**config.mk**
```make
export PLATFORM = sky130hd
export DESIGN_NAME = lcd_bus_sched
export DESIGN_NICKNAME = d
export VERILOG_FILES = /design/src/rtl/lcd_bus_pkg.sv /design/src/rtl/lcd_strobe_timer.sv /design/src/rtl/lcd_bus_sched.sv
export SDC_FILE = /design/constraint.sdc
export NUM_CORES = 1
export LEC_CHECK = 0
export CAP_MARGIN = 10
export CORE_MARGIN = 2
export CORE_UTILIZATION = 44
export DETAILED_ROUTE_END_ITERATION = 12
export PLACE_DENSITY_LB_ADDON = 0.08
export SLEW_MARGIN = 0
export SYNTH_ARGS = -nofsm -noshare
export SYNTH_HDL_FRONTEND = slang
export SYNTH_SLANG_ARGS = --single-unit
```
**constraint.sdc**
```tcl
create_clock -name clk -period 2.9 [get_ports clk]
set_input_delay 0.29 -clock clk [delete_from_list [all_inputs] [get_ports clk]]
set_output_delay 0.29 -clock clk [all_outputs]
set_load 0.02 [all_outputs]
```
**src/rtl/lcd_bus_pkg.sv**
```systemverilog
// Shared types and constants for the LCD bus scheduler.
package lcd_bus_pkg;

    localparam int LCD_DW = 18;

    // Default frame-start command (memory write).
    localparam logic [LCD_DW-1:0] LCD_CMD_RAMWR = 18'h02C;

    // Bus cycle phases.
    typedef enum logic [1:0] {
        IDLE,
        SETUP,
        STROBE,
        RECOVER
    } state_t;

endpackage

```
**src/rtl/lcd_strobe_timer.sv**
```systemverilog
// Loadable down-counter timing the STROBE and RECOVER phases.
// done is high in the last cycle of the loaded duration.
module lcd_strobe_timer #(
    parameter int CNT_W = 8
) (
    input  logic             clk,
    input  logic             rst,
    input  logic             load,
    input  logic [CNT_W-1:0] load_val,
    output logic             done
);

    localparam logic [CNT_W-1:0] ONE = CNT_W'(1);

    logic [CNT_W-1:0] cnt;

    // Reload on phase entry, otherwise count down and rest at one.
    // NOTE: sequential state uses non-blocking assignments so every flop samples pre-edge values.
    always_ff @(posedge clk or posedge rst) begin
        if (rst) begin
            cnt <= '0;
        end else if (load) begin
            cnt <= load_val;
        end else if (cnt > ONE) begin
            cnt <= cnt - ONE;
        end
    end

    assign done = (cnt <= ONE);

endmodule

```
**src/rtl/lcd_bus_sched.sv**
```systemverilog
// LCD bus scheduler: shares the 18-bit parallel LCD bus between a CPU
// register port and a pixel stream, inserts the frame-start command before
// each frame and bounds pixel bursts while the CPU waits.
// Optional: define LCD_TE_SYNC_EN to hold each frame-start command until a
// synchronised rising edge of lcd_fmark has been seen.
module lcd_bus_sched
    import lcd_bus_pkg::*;
#(
    parameter int WR_LOW    = 1,
    parameter int WR_HIGH   = 1,
    parameter int RD_LOW    = 4,
    parameter int MAX_BURST = 64,
    parameter int CNT_W     = 8
) (
    input  logic              clk,
    input  logic              rst,
    input  logic              stream_en,
    input  logic [LCD_DW-1:0] start_cmd,
    input  logic              cpu_req,
    input  logic              cpu_we,
    input  logic              cpu_rs,
    input  logic [LCD_DW-1:0] cpu_wdata,
    output logic              cpu_ack,
    output logic [LCD_DW-1:0] cpu_rdata,
    input  logic              pix_valid,
    input  logic              pix_sof,
    input  logic [LCD_DW-1:0] pix_data,
    output logic              pix_ready,
    input  logic              lcd_fmark,
    output logic [LCD_DW-1:0] lcd_db_out,
    output logic              lcd_db_oe,
    input  logic [LCD_DW-1:0] lcd_db_in,
    output logic              lcd_rs,
    output logic              lcd_wr,
    output logic              lcd_rd,
    output logic              busy
);

    localparam logic [CNT_W-1:0] WR_LOW_C    = CNT_W'(WR_LOW);
    localparam logic [CNT_W-1:0] WR_HIGH_C   = CNT_W'(WR_HIGH);
    localparam logic [CNT_W-1:0] RD_LOW_C    = CNT_W'(RD_LOW);
    localparam logic [CNT_W-1:0] MAX_BURST_C = CNT_W'(MAX_BURST);

    state_t           state, state_n;
    logic             cur_we;      // current transfer is a write
    logic             cur_cpu;     // current transfer belongs to the CPU
    logic [CNT_W-1:0] burst_cnt;
    logic             cmd_sent;
    logic             send_cmd;
    logic             pix_win;
    logic             cpu_win;
    logic             te_ok;
    logic             tmr_load;
    logic [CNT_W-1:0] tmr_val;
    logic             tmr_done;

`ifdef LCD_TE_SYNC_EN
    logic fm_s1, fm_s2, fm_s3;
    logic te_seen;
    logic te_rise;

    assign te_rise = fm_s2 & ~fm_s3;
    assign te_ok   = te_seen | te_rise;

    // Synchronise the tearing-effect input and remember a rising edge until
    // the frame-start command is granted.
    always_ff @(posedge clk or posedge rst) begin
        if (rst) begin
            fm_s1   <= 1'b0;
            fm_s2   <= 1'b0;
            fm_s3   <= 1'b0;
            te_seen <= 1'b0;
        end else begin
            fm_s1 <= lcd_fmark;
            fm_s2 <= fm_s1;
            fm_s3 <= fm_s2;
            if (pix_win && send_cmd) begin
                te_seen <= 1'b0;
            end else if (te_rise) begin
                te_seen <= 1'b1;
            end
        end
    end
`else
    wire unused_fmark = lcd_fmark;
    assign te_ok = 1'b1;
`endif

    // Arbitration, evaluated only while the bus is idle.
    always_comb begin
        send_cmd = pix_sof && !cmd_sent;
        pix_win  = (state == IDLE) && stream_en && pix_valid
                   && (!send_cmd || te_ok)
                   && (!cpu_req || (burst_cnt < MAX_BURST_C));
        cpu_win  = (state == IDLE) && cpu_req && !pix_win;
    end

    // State register.
    always_ff @(posedge clk or posedge rst) begin
        if (rst) begin
            state <= IDLE;
        end else begin
            state <= state_n;
        end
    end

    // Next state, timer control and single-cycle handshakes.
    // NOTE: every output of this block gets a default first, so no path can infer a latch.
    always_comb begin
        state_n   = state;
        tmr_load  = 1'b0;
        tmr_val   = '0;
        pix_ready = 1'b0;
        cpu_ack   = 1'b0;
        case (state)
            IDLE: begin
                if (pix_win || cpu_win) begin
                    state_n = SETUP;
                end
                pix_ready = pix_win && !send_cmd;
            end
            SETUP: begin
                state_n  = STROBE;
                tmr_load = 1'b1;
                tmr_val  = cur_we ? WR_LOW_C : RD_LOW_C;
            end
            STROBE: begin
                if (tmr_done) begin
                    state_n  = RECOVER;
                    tmr_load = 1'b1;
                    tmr_val  = WR_HIGH_C;
                end
            end
            RECOVER: begin
                if (tmr_done) begin
                    state_n = IDLE;
                    cpu_ack = cur_cpu;
                end
            end
            default: state_n = IDLE;
        endcase
    end

    lcd_strobe_timer #(
        .CNT_W(CNT_W)
    ) u_timer (
        .clk      (clk),
        .rst      (rst),
        .load     (tmr_load),
        .load_val (tmr_val),
        .done     (tmr_done)
    );

    // Bus drive registers: latched at grant, strobes decoded from next state
    // so they come straight off flops.
    always_ff @(posedge clk or posedge rst) begin
        if (rst) begin
            lcd_rs     <= 1'b0;
            lcd_db_out <= '0;
            lcd_db_oe  <= 1'b0;
            lcd_wr     <= 1'b1;
            lcd_rd     <= 1'b1;
            cur_we     <= 1'b0;
            cur_cpu    <= 1'b0;
            cpu_rdata  <= '0;
        end else begin
            if (pix_win) begin
                lcd_rs     <= !send_cmd;
                lcd_db_out <= send_cmd ? start_cmd : pix_data;
                lcd_db_oe  <= 1'b1;
                cur_we     <= 1'b1;
                cur_cpu    <= 1'b0;
            end else if (cpu_win) begin
                lcd_rs     <= cpu_rs;
                lcd_db_out <= cpu_we ? cpu_wdata : '0;
                lcd_db_oe  <= cpu_we;
                cur_we     <= cpu_we;
                cur_cpu    <= 1'b1;
            end else if (state == RECOVER && tmr_done) begin
                lcd_db_oe  <= 1'b0;
            end
            lcd_wr <= !((state_n == STROBE) && cur_we);
            lcd_rd <= !((state_n == STROBE) && !cur_we);
            if (state == STROBE && tmr_done && !cur_we) begin
                cpu_rdata <= lcd_db_in;
            end
        end
    end

    // Burst accounting and frame-start tracking.
    always_ff @(posedge clk or posedge rst) begin
        if (rst) begin
            burst_cnt <= '0;
            cmd_sent  <= 1'b0;
        end else begin
            if (!cpu_req || cpu_win) begin
                burst_cnt <= '0;
            end else if (pix_win && burst_cnt != MAX_BURST_C) begin
                burst_cnt <= burst_cnt + 1'b1;
            end
            if (pix_win) begin
                cmd_sent <= send_cmd;
            end
        end
    end

    assign busy = (state != IDLE);

endmodule

```
==> summary.log <==
[outcome] outcome finished, final reports clean
[clocking] clock latency reported for the late side of the worst-skew pair 0.33 ns
[synthesis] count of flip-flops with a built-in enable after synthesis 0
[worst_setup_path] critical path startpoint category flip-flop
[clocking] clock-pin slew on the worst setup and hold paths 0.07 ns
[sta] shortest clock period the worst path allows after layout 2.76 ns
[min_path] path class of the lowest-slack min-delay path in2async
[floorplanning] num ports 124
[synthesis] sequential fraction of the synthesis area 46.9%
[synthesis] count of state elements after synthesis 61
[drt] DRT Wirelength 8450 µm
[grt] global routing met1 resource utilization 27.9%
[pwr] Leakage 2.10 nW
[sta] worst relative slew slack 52.3%
[clocking] Post-CTS Setup Repair Bufs 0
[pwr] overall power after layout 3.96 mW
[sta] final worst path period share 95.2%
[worst_setup_path] kind of critical path reg2out
[worst_setup_path] largest driver fanout on the critical path 8
[sta] count of endpoints failing hold in the final timing report 0
[layout] area delta synth->final 46.4%
[grt] busiest layer in global routing met2
[clocking] maximum root-to-sink buffer count 2
[worst_setup_path] buffers plus inverters on the worst setup path 1
[worst_setup_path] crit-path leading delay family simple AND/OR/NAND/NOR gates
[sta] Worst Tran Pin Value 0.711 ns
[clocking] number of clock buffers inserted by TritonCTS 9
[layout] Net count, final 527
[placement] final weighted congestion in routability-driven placement 0.859
[drt] WL/cell 15.7 µm
[grt] via count of the first global-routing pass 2727
[clocking] TritonCTS clock tree yes
[layout] filler cell count 605
[clocking] total number of H-tree levels 3
[floorplanning] Rows 31
[synthesis] Main synth FF type dfrtp_1
[grt] number of antenna violations at the first check in global routing 0
[worst_setup_path] worst stage delay on the critical path 0.63 ns
[grt] total global routing overflow 0
[synthesis] synthesized instance count 309
[grt] global-route track usage on met2 33.1%
[run] max cap viols 0
[layout] antenna fix cells 0
[sta] Clock Skews 0.0110 ns
[sta] Setup Total Neg Slack 0 ns
[drt] antenna violation net count after detailed routing 0
[synthesis] post-synth net total 400
[synthesis] average instance area after synthesis 10.5 µm²
[worst_setup_path] cells traversed along the worst timing path or4_4, or3_1, nor3_1, clkdlybuf4s50_1
[synthesis] Yosys cell types 52
[synthesis] number of warnings issued by yosys 0
[worst_setup_path] sort of element at the end of the critical path output port
[floorplanning] Initial Utilization 45.1%
[worst_setup_path] data arrival time of the worst path 2.47 ns
[layout] share of final-layout standard cells stronger than drive strength 1 15.0%
[sta] upper clock frequency limit 362 MHz
[grt] global router's overall resource usage 21.3%
[sta] total of endpoints with negative setup slack in the final report 0
[sta] max-slew violations 0
[drt] first-iteration detailed-routing DRC count 100
[pwr] PwrDens 831 nW/µm²
[worst_setup_path] Slowest cell on crit path clkdlybuf4s50_1
[sta] RSZ-0062 raised after global routing no
[clocking] CTS sink cnt 61
[pwr] IR Drop Worst-Case VDD 492 µV
[grt] first-pass GRT wire length 13700 µm
[floorplanning] height of the die 90.0 µm
[clocking] buffer type at the clock tree root clkbuf_8
[placement] Port Buffer Count 122
[worst_setup_path] required time worst endpoint 2.61 ns
[floorplanning] Total Die Area 8110 µm²
[drt] via density per instance 5.09
[placement] HPWL Detailed 6150 µm
[drt] number of vias in the routed layout 2736
[synthesis] Async S/R FF share, synth 100%
[synthesis] post-synth design cell area 3260 µm²
[floorplanning] Die W 90.0 µm
[drt] first-pass iteration count of the detailed router 4
[drt] drt drc 0
[grt] maximum number of pins on one net before global-route repair 38
[grt] met3 Track Usage GR 7.54%
[floorplanning] Floorplan Core Area 7210 µm²
-- metrics by stage --
stage / utilization [%] / area (µm²) / worst slack [ns] / std cells / hold slack (ns)
2_1_floorplan: - / 3260 / 0.557 / 309 / 0.412
3_3_place_gp: 63.8 / 4600 / 0.460 / 524 / 0.462
3_5_place_dp: 63.8 / 4600 / 0.433 / 524 / 0.469
4_1_cts: 66.1 / 4770 / 0.101 / 538 / 0.410
5_1_grt: 66.1 / 4770 / 0.0210 / 538 / 0.469
6_report: 66.1 / 4770 / 0.139 / 538 / 0.395
-- power by group --
group | total (mW) | internal (mW) | switching, mW
Clock | 0.661 | 0.345 | 0.316
Combinational | 1.94 | 0.951 | 0.993
Sequential | 1.36 | 1.16 | 0.202
-- worst register-to-register path: stages (launching register included) --
cell and delay [ns]:
dfrtp_1 0.44, or4_4 0.56, or3_1 0.34, buf_4 0.17, nor3_4 0.12, buf_4 0.32, mux2_2 0.39
-- registers in the layout (all words and copies together) (netlist names), 2 cells and up --
register     flops
u_timer.cnt      8
lcd_db_out      18
state            2
cpu_rdata       18
burst_cnt        8
-- cells in the mapped netlist (2+ instances only) --
cell type,instances,area (µm²)
a21oi_1,8,40.0
and3_1,5,31.3
nor2b_1,2,12.5
o21ai_0,24,120
dfstp_2,2,52.6
o31ai_1,2,15.0
mux2_2,26,293
o21a_1,2,15.0
o41ai_1,2,17.5
dfrtp_1,59,1480
nor2_1,15,56.3
xor2_1,5,43.8
ha_1,10,125
or3_1,5,31.3
nand4_1,2,12.5
or2_2,2,12.5
nand3_1,5,25.0
nand2b_1,2,12.5
mux2i_1,18,180
buf_1,2,7.51
clkbuf_1,9,33.8
inv_1,16,60.1
nand2_1,46,173
nor3_1,3,15.0
mux2_4,10,150
-- cell usage in the layout, fill, tap and decap left out, types with 10 or more instances in the layout --
| cell type | synthesis | final |
|---|---|---|
| clkbuf_8 | 0 | 11 |
| mux2i_1 | 18 | 18 |
| mux2_4 | 10 | 10 |
| inv_1 | 16 | 15 |
| clkdlybuf4s50_1 | 0 | 122 |
| mux2_2 | 26 | 26 |
| ha_1 | 10 | 10 |
| nor2_1 | 15 | 15 |
| o21ai_0 | 24 | 24 |
| nand2_1 | 46 | 46 |
| dfrtp_1 | 59 | 59 |
-- path summary, 6_finish.rpt --
check / slack [ns] / depth (start not counted) / endpoint / startpoint
worst max-delay path: 0.14 / 4 / cpu_ack / u_timer.cnt[4]
worst min-delay path: 0.40 / 2 / cpu_rdata[4] / rst
worst max register to register: 0.43 / 6 / cpu_rdata[12] / u_timer.cnt[4]
worst min register to register: 0.48 / 2 / lcd_db_out[14] / lcd_db_out[14]
max in group asynchronous: 1.89 / 3 / lcd_db_out[5] / rst
min in group clk: 0.48 / 2 / lcd_db_out[14] / lcd_db_out[14]
-- final cells by class --
class | count | area (µm²) | area share, %
multi-input combinational | 219 | 1610 | 33.7
clock buffer | 12 | 155 | 3.25
inverter | 16 | 60.1 | 1.26
tap | 99 | 124 | 2.60
sequential | 61 | 1530 | 32.1
clock inverter | 2 | 10.0 | 0.210
timing repair buffer | 129 | 1290 | 27.0
-- logic make-up (layout without fill, tap and decap cells) --
family / count (synthesis) / after routing / share of synthesized area, %
mux: 54 / 54 / 19.1
compound gates: 52 / 52 / 9.95
buf+inv: 29 / 159 / 3.88
fa+ha+maj: 10 / 10 / 3.84
flops: 61 / 61 / 46.9
xor+xnor: 6 / 6 / 1.61
simple gates: 97 / 97 / 14.6
-- what timing repair did --
item | 4_1_cts | 5_1_grt
gates resized for setup | 0 | 1
hold buffers | 0 | 0
setup endpoints to repair | 0 | 1
hold endpoints to repair | 0 | 0
-- metal layers --
layer  routed length, µm  part of all wire [%]  vias up
met5                   0                     0        -
met4                 125                   1.5        0
met3                 605                   7.2        8
met2                3960                    47       87
met1                3760                    44     1301
li1                    -                     -     1340
(Power assumes the default switching activity.)
